<file path="src/rtl/lsu_rmw_pkg.sv">
// ============================================================================
// Module : lsu_rmw_pkg
// Brief  : Shared funct3 encodings, FSM state type and request-check helpers
// Rev    : 1.0  initial release
// ============================================================================
`default_nettype none

package lsu_rmw_pkg;

    localparam logic [2:0] F3_B  = 3'b000;
    localparam logic [2:0] F3_H  = 3'b001;
    localparam logic [2:0] F3_W  = 3'b010;
    localparam logic [2:0] F3_BU = 3'b100;
    localparam logic [2:0] F3_HU = 3'b101;

    typedef enum logic [2:0] {
        ST_IDLE   = 3'd0,
        ST_LOAD   = 3'd1,
        ST_RMW_RD = 3'd2,
        ST_WRITE  = 3'd3,
        ST_RESP   = 3'd4
    } lsu_state_t;

    function automatic logic req_illegal(input logic is_store, input logic [2:0] f3);
        if (is_store) begin
            return f3 > F3_W;
        end
        return (f3 == 3'b011) || (f3 == 3'b110) || (f3 == 3'b111);
    endfunction

    // Access size comes from funct3[1:0] for both loads and stores.
    function automatic logic req_misaligned(input logic [2:0] f3, input logic [1:0] lo);
        case (f3[1:0])
            2'b01:   return lo[0];
            2'b10:   return lo != 2'b00;
            default: return 1'b0;
        endcase
    endfunction

endpackage

`default_nettype wire

</file>
<file path="src/rtl/lsu_align.sv">
// ============================================================================
// Module : lsu_align
// Brief  : Combinational lane extract (loads) and lane merge (SB/SH RMW)
// Rev    : 1.0  initial release
// ============================================================================
`default_nettype none

module lsu_align
    import lsu_rmw_pkg::*;
#(
    parameter int XLEN = 32
) (
    input  logic [XLEN-1:0] i_rd,
    input  logic [XLEN-1:0] i_wdata,
    input  logic [1:0]      i_addr_lo,
    input  logic [2:0]      i_funct3,
    output logic [XLEN-1:0] o_rdata,
    output logic [XLEN-1:0] o_wd
);

    logic [7:0]  w_byte;
    logic [15:0] w_half;

    assign w_byte = i_rd[{i_addr_lo, 3'b000} +: 8];
    assign w_half = i_rd[{i_addr_lo[1], 4'b0000} +: 16];

    always_comb begin
        o_rdata = i_rd;
        case (i_funct3)
            F3_B:    o_rdata = {{(XLEN-8){w_byte[7]}}, w_byte};
            F3_BU:   o_rdata = {{(XLEN-8){1'b0}}, w_byte};
            F3_H:    o_rdata = {{(XLEN-16){w_half[15]}}, w_half};
            F3_HU:   o_rdata = {{(XLEN-16){1'b0}}, w_half};
            default: o_rdata = i_rd;
        endcase
    end

    // Store funct3 SB/SH share encodings with LB/LH.
    always_comb begin
        o_wd = i_wdata;
        case (i_funct3)
            F3_B: begin
                o_wd = i_rd;
                o_wd[{i_addr_lo, 3'b000} +: 8] = i_wdata[7:0];
            end
            F3_H: begin
                o_wd = i_rd;
                o_wd[{i_addr_lo[1], 4'b0000} +: 16] = i_wdata[15:0];
            end
            default: o_wd = i_wdata;
        endcase
    end

endmodule

`default_nettype wire

</file>
<file path="src/rtl/lsu_rmw.sv">
// ============================================================================
// Module : lsu_rmw
// Brief  : RV32I load/store unit with read-modify-write for SB/SH on a DM
// Rev    : 1.0  initial release
// ============================================================================
`default_nettype none

module lsu_rmw
    import lsu_rmw_pkg::*;
#(
    parameter int AW   = 5,
    parameter int XLEN = 32
) (
    input  logic            clk,
    input  logic            rst_n,
    input  logic            req_valid,
    output logic            req_ready,
    input  logic            req_we,
    input  logic [2:0]      req_funct3,
    input  logic [31:0]     req_addr,
    input  logic [XLEN-1:0] req_wdata,
    output logic            resp_valid,
    output logic [XLEN-1:0] resp_rdata,
    output logic            resp_err,
    output logic [AW-1:0]   addressDM,
    output logic [XLEN-1:0] wd,
    output logic            we,
    input  logic [XLEN-1:0] rd
);

    lsu_state_t      r_state;
    logic [2:0]      r_funct3;
    logic [1:0]      r_addr_lo;
    logic [AW-1:0]   r_word;
    logic [XLEN-1:0] r_wdata;
    logic [XLEN-1:0] r_wd;
    logic [XLEN-1:0] r_rdata;
    logic            r_err;

    logic            w_err;
    logic [XLEN-1:0] w_ext_rdata;
    logic [XLEN-1:0] w_merged_wd;

    assign w_err = (|req_addr[31:AW+2])
                 | req_illegal(req_we, req_funct3)
                 | req_misaligned(req_funct3, req_addr[1:0]);

    lsu_align #(
        .XLEN(XLEN)
    ) u_align (
        .i_rd      (rd),
        .i_wdata   (r_wdata),
        .i_addr_lo (r_addr_lo),
        .i_funct3  (r_funct3),
        .o_rdata   (w_ext_rdata),
        .o_wd      (w_merged_wd)
    );

    always_ff @(posedge clk or negedge rst_n) begin
        if (!rst_n) begin
            r_state   <= ST_IDLE;
            r_funct3  <= '0;
            r_addr_lo <= '0;
            r_word    <= '0;
            r_wdata   <= '0;
            r_wd      <= '0;
            r_rdata   <= '0;
            r_err     <= 1'b0;
        end else begin
            case (r_state)
                ST_IDLE: begin
                    if (req_valid) begin
                        r_funct3  <= req_funct3;
                        r_addr_lo <= req_addr[1:0];
                        r_word    <= req_addr[AW+1:2];
                        r_wdata   <= req_wdata;
                        r_err     <= w_err;
                        if (w_err) begin
                            r_rdata <= '0;
                            r_state <= ST_RESP;
                        end else if (!req_we) begin
                            r_state <= ST_LOAD;
                        end else if (req_funct3 == F3_W) begin
                            r_wd    <= req_wdata;
                            r_state <= ST_WRITE;
                        end else begin
                            r_state <= ST_RMW_RD;
                        end
                    end
                end
                ST_LOAD: begin
                    r_rdata <= w_ext_rdata;
                    r_state <= ST_RESP;
                end
                ST_RMW_RD: begin
                    r_wd    <= w_merged_wd;
                    r_state <= ST_WRITE;
                end
                ST_WRITE: begin
                    // rdata only changes on the edge that opens a response
                    r_rdata <= '0;
                    r_state <= ST_RESP;
                end
                ST_RESP: begin
                    r_state <= ST_IDLE;
                end
                default: begin
                    r_state <= ST_IDLE;
                end
            endcase
        end
    end

    assign req_ready  = (r_state == ST_IDLE);
    assign we         = (r_state == ST_WRITE);
    assign resp_valid = (r_state == ST_RESP);
    assign resp_err   = r_err && (r_state == ST_RESP);
    assign resp_rdata = r_rdata;
    assign addressDM  = r_word;
    assign wd         = r_wd;

endmodule

`default_nettype wire
</file>
<file path="config.mk">
export PLATFORM = sky130hd
export DESIGN_NAME = lsu_rmw
export DESIGN_NICKNAME = d
export VERILOG_FILES = /design/src/rtl/lsu_rmw_pkg.sv /design/src/rtl/lsu_align.sv /design/src/rtl/lsu_rmw.sv
export SDC_FILE = /design/constraint.sdc
export NUM_CORES = 1
export LEC_CHECK = 0
export ABC_AREA = 1
export BUFFER_PORTS_ARGS = -buffer_cell sky130_fd_sc_hd__buf_4
export CELL_PAD_IN_SITES_DETAIL_PLACEMENT = 0
export CELL_PAD_IN_SITES_GLOBAL_PLACEMENT = 1
export CORE_ASPECT_RATIO = 1.25
export CORE_UTILIZATION = 33
export CTS_BUF_LIST = sky130_fd_sc_hd__clkbuf_16
export DETAILED_ROUTE_END_ITERATION = 8
export GPL_TIMING_DRIVEN = 0
export PLACE_DENSITY = 0.69
export SLEW_MARGIN = 30
export SYNTH_ARGS = -nofsm -noshare
export SYNTH_HDL_FRONTEND = slang
export SYNTH_SLANG_ARGS = --single-unit
</file>
<file path="constraint.sdc">
create_clock -name clk -period 2.6 [get_ports clk]
set_input_delay 0.52 -clock clk [delete_from_list [all_inputs] [get_ports clk]]
set_output_delay 0.52 -clock clk [all_outputs]
set_load 0.005 [all_outputs]
</file>
==> flow_summary.rst <==
.. list-table::
   :header-rows: 1

   * - Metric
     - Value
   * - Core outline area
     - 20200 um2
   * - Top cells by area in the synthesized netlist
     - dfrtp_1 40%, nand2_1 22%, nor2_1 5.1%
   * - Internal cell power
     - 4740 uW
   * - Via count of the first global-routing pass
     - between 6000 and 7000
   * - Vertical die dimension
     - 163 um
   * - Switching power
     - 4140 uW
   * - Count of flip-flops with a built-in enable after synthesis
     - 0
   * - Data required, critical path
     - 2.92 ns
   * - Sequential area share after synthesis
     - 40.1%
   * - Clock sink total
     - 110
   * - Post-synth top flop
     - dfrtp_1
   * - Hold violation count in the final report
     - 0
   * - Ports placed on the boundary
     - 176
   * - Ant diodes
     - 0
   * - Fill cells
     - roughly 2200
   * - Critical path startpoint category
     - flop
   * - Drt pass-1 iters
     - 5
   * - Library cell occupying the most area in the post-synthesis netlist
     - dfrtp_1
   * - Number of buffers added by the clock tree synthesis step
     - 9
   * - Startpoint of the most critical register-to-register path
     - r_addr_lo[1]
   * - Power density over the cells
     - 1000 nW/um2
   * - Number of synthesized register bits
     - 110
   * - Worst-margin pin slew
     - ~0.63 ns
   * - Post-Route Utilization
     - 43.8%
   * - Final WL
     - 25100 um
   * - Filler-free cell count of the finished design
     - 1449
   * - Net count after synthesis
     - 1099
   * - Portion of total power attributed to sequential cells
     - 30.0%
   * - Share of flip-flops with an asynchronous set or reset after synthesis
     - 100%
   * - Setup fix buffers added after clock tree synthesis
     - 0
   * - Remaining routing DRC violations
     - 0
   * - Number of placement rows
     - 58
   * - Global-route wire length before repair
     - 38300 um
   * - Shortest clock period the worst path allows after layout
     - 2.28 ns
   * - Terminus of the critical flop-to-flop path
     - wd[22]
   * - Total of cells resized after clock tree synthesis
     - 3
   * - Port Buffers
     - 175
   * - TritonCTS clock tree
     - built
   * - Dpl cells
     - 1434
   * - Power after layout
     - 8890 uW
   * - Most common cell in the synthesized netlist
     - nand2_1
   * - Logic depth of the worst register-to-register path
     - 13
   * - Detailed router's first-iteration violation count
     - around 470
   * - Antenna violations before repair
     - 0
   * - Via density
     - slightly below 5
   * - Total via count after detailed routing
     - 7040
   * - Yosys warning total
     - 0
   * - Combinational Power Share
     - 53.6%
   * - Critical Setup Path Class
     - reg2reg
   * - F_max
     - 439 MHz
   * - Cell mode on critical path
     - nand2_1
   * - HPWL after DPL
     - 20100 um
   * - Post-Syn Area per Cell
     - 6.96 um2
   * - Clock Pin Slew Worst Setup and Hold Paths
     - 0.09 ns
   * - Max cap viols
     - 0
   * - Slew Limit Headroom
     - 58.2%
   * - Number of library cell types mapped by synthesis
     - 37
   * - Count of buffer and inverter cells on the critical path
     - 3
   * - Post-Syn Area
     - 6870 um2
   * - Clock latency at the later pin of the worst-skew pair
     - 0.38 ns
   * - Final period utilization
     - between 80% and 90%
   * - Max FO, Critical Path
     - 20
   * - Number of levels in the clock H-tree
     - 3
   * - Slowest stage cell, crit path
     - dfrtp_1
   * - Number of nets in the finished design
     - between 1000 and 1500
   * - Share of the synthesized area in the top cell type
     - 40.1%
   * - Effective utilization at floorplan
     - 33.9%
   * - Worst stage delay on the critical path
     - approximately 0.5 ns
   * - Number of standard cells after synthesis
     - 988
   * - Total count of max-transition violations in the final report
     - 0
   * - Worst reg2reg setup slack
     - 0.32 ns
   * - Data arrival time of the critical path
     - 2.60 ns
   * - RSZ-0062 raised after global routing
     - no
   * - Portion of total power attributed to the clock network
     - 16.5%
   * - Setup violation total in the final timing report
     - 0
   * - Die extent in x
     - 131 um
   * - Pin count of the biggest net entering global routing
     - 62
   * - GRT Resource Usage Total
     - 24.3%
   * - Nature of the critical path endpoint
     - flop
   * - Worst voltage drop across the vdd grid
     - 0.457 mV
   * - Weighted congestion reported at the end of routability-driven placement
     - ~0.90
   * - Final instance area
     - 8870 um2
   * - Die Area
     - 21400 um2
   * - Class of the tightest hold or removal check
     - in2async
   * - Cell family with the largest share of critical-path delay
     - simple AND/OR/NAND/NOR gates
   * - Clock root buffer
     - clkbuf_16
   * - Hold buffer count at cts
     - 0
   * - Switch share
     - 46.6%
   * - Critical Path, Cell by Cell
     - inv_4 -> ha_1 -> buf_2 -> clkinv_2 -> nor2_4 -> nand2_1 -> nand2_1 -> nand2_1 -> nand3_1 -> nand2_1 -> nand2_1 -> nand3_1 -> nand2_1
   * - Pleak
     - 0.00465 uW
   * - Clock Tree Buf Depth
     - 2
   * - Share of final-layout standard cells stronger than drive strength 1
     - 23.7%
   * - Overflow left after global routing
     - 0
   * - Outcome
     - complete, no violations
   * - Average wire length per cell after detail routing
     - about 17 um
   * - Post-route ant nets
     - 0
   * - Ranking of synthesized cells by instance count
     - 395 x nand2_1, 110 x dfrtp_1, 94 x nor2_1
   * - Total placed instance area
     - 8560 um2
   * - Post-Route Skew
     - 0.0166 ns
   * - Area delta synth->final
     - 29.0%
==> worst register-to-register path, stage by stage (launching register included) <==
cell and delay, ns:
dfrtp_1 0.51, inv_4 0.17, ha_1 0.32, buf_2 0.18
clkinv_2 0.18, nor2_4 0.22, nand2_1 0.08, nand2_1 0.06
nand2_1 0.09, nand3_1 0.08, nand2_1 0.05, nand2_1 0.08
nand3_1 0.12, nand2_1 0.09
==> sequential cells by signal, summed over array words and instances, names as in the netlist <==
signal and cells:
r_state 3, r_funct3 3, wd 32, r_wdata 32, resp_rdata 32, r_addr_lo 2
addressDM 5, r_err 1
==> worst max-delay path by stage <==
stage / start / to / slack [ns] / cells after the start
6_report: r_addr_lo[1] / wd[22] / 0.32 / 13
5_1_grt: r_addr_lo[1] / wd[23] / 0.20 / 13
4_1_cts: r_addr_lo[1] / wd[22] / 0.001 / 14
3_5_place_dp: r_addr_lo[1] / wd[22] / -0.41 / 14
3_3_place_gp: r_addr_lo[1] / wd[22] / -0.38 / 14
2_1_floorplan: r_addr_lo[1] / wd[2] / 0.42 / 13
==> area by class of cell <==
type | count | area [um2] | share of cell area, %
Tap cell | 270 | 338 | 3.81
Clock buffer | 9 | 225 | 2.54
Inverter | 56 | 214 | 2.41
Clock inverter | 7 | 83.8 | 0.945
Timing Repair Buffer | 176 | 1350 | 15.2
Sequential cell | 110 | 2750 | 31.0
Buffer | 53 | 287 | 3.23
Multi-Input combinational cell | 768 | 3620 | 40.8
==> power groups by stage <==
stage / clock, uW / sequential [uW] / combinational (uW)
after detailed placement: 0 / 2690 / 4770
after floorplan: 0 / 2600 / 3080
after global placement: 0 / 2680 / 4760
after global routing: 1550 / 2740 / 5280
final: 1460 / 2660 / 4760
after CTS: 1510 / 2660 / 4790
==> cells in the final DEF (no fill, tap or decap), types with 2 or more instances in the layout <==
cell type  instances
a21oi_1           55
a31oi_1            8
and2_1             2
buf_1              3
buf_2             22
buf_4            182
buf_6              4
clkbuf_1          16
clkbuf_16          9
clkinv_8           2
dfrtp_1          110
ha_1               8
inv_1             45
inv_2              9
inv_8              3
mux2_2            23
nand2_1          395
nand2_2            4
nand2_4            3
nand3_1           61
nand4_1            2
nor2_1            94
nor2_4             3
nor3_1             2
o2111ai_1          4
o211ai_1          21
o21a_1             2
o21ai_0           45
o21ai_1           24
o21ai_2            3
==> per-stage QoR <==
stage	setup TNS [ns]	hold WS [ns]	setup slack, ns
after floorplan	0	0.224	0.416
after global routing	0	0.0399	0.196
after CTS	0	0.0340	0.00128
after detailed placement	-7.44	0.447	-0.413
after global placement	-6.54	0.458	-0.380
final	0	0.0220	0.322
==> per-layer routing <==
metal | routed length [um] | GRT usage, % | vias up | share of wire [%]
met5 | 0 | 0 | - | 0
met4 | 760 | 9.82 | 0 | 3.0
met3 | 1100 | 2.39 | 32 | 4.4
met2 | 12000 | 40.2 | 210 | 48
met1 | 11200 | 32.2 | 3241 | 45
li1 | - | - | 3557 | -
==> cells by family (layout without fill, tap and decap cells) <==
kind of cell | after synthesis | count (layout) | share of synthesized area [%]
compound gates | 164 | 164 | 13.4
fa+ha+maj | 8 | 8 | 1.46
buf+inv | 110 | 301 | 7.28
flops | 110 | 110 | 40.1
mux | 24 | 24 | 3.93
simple gates | 572 | 572 | 33.9
Note: power is estimated with default switching activity, not from simulation.
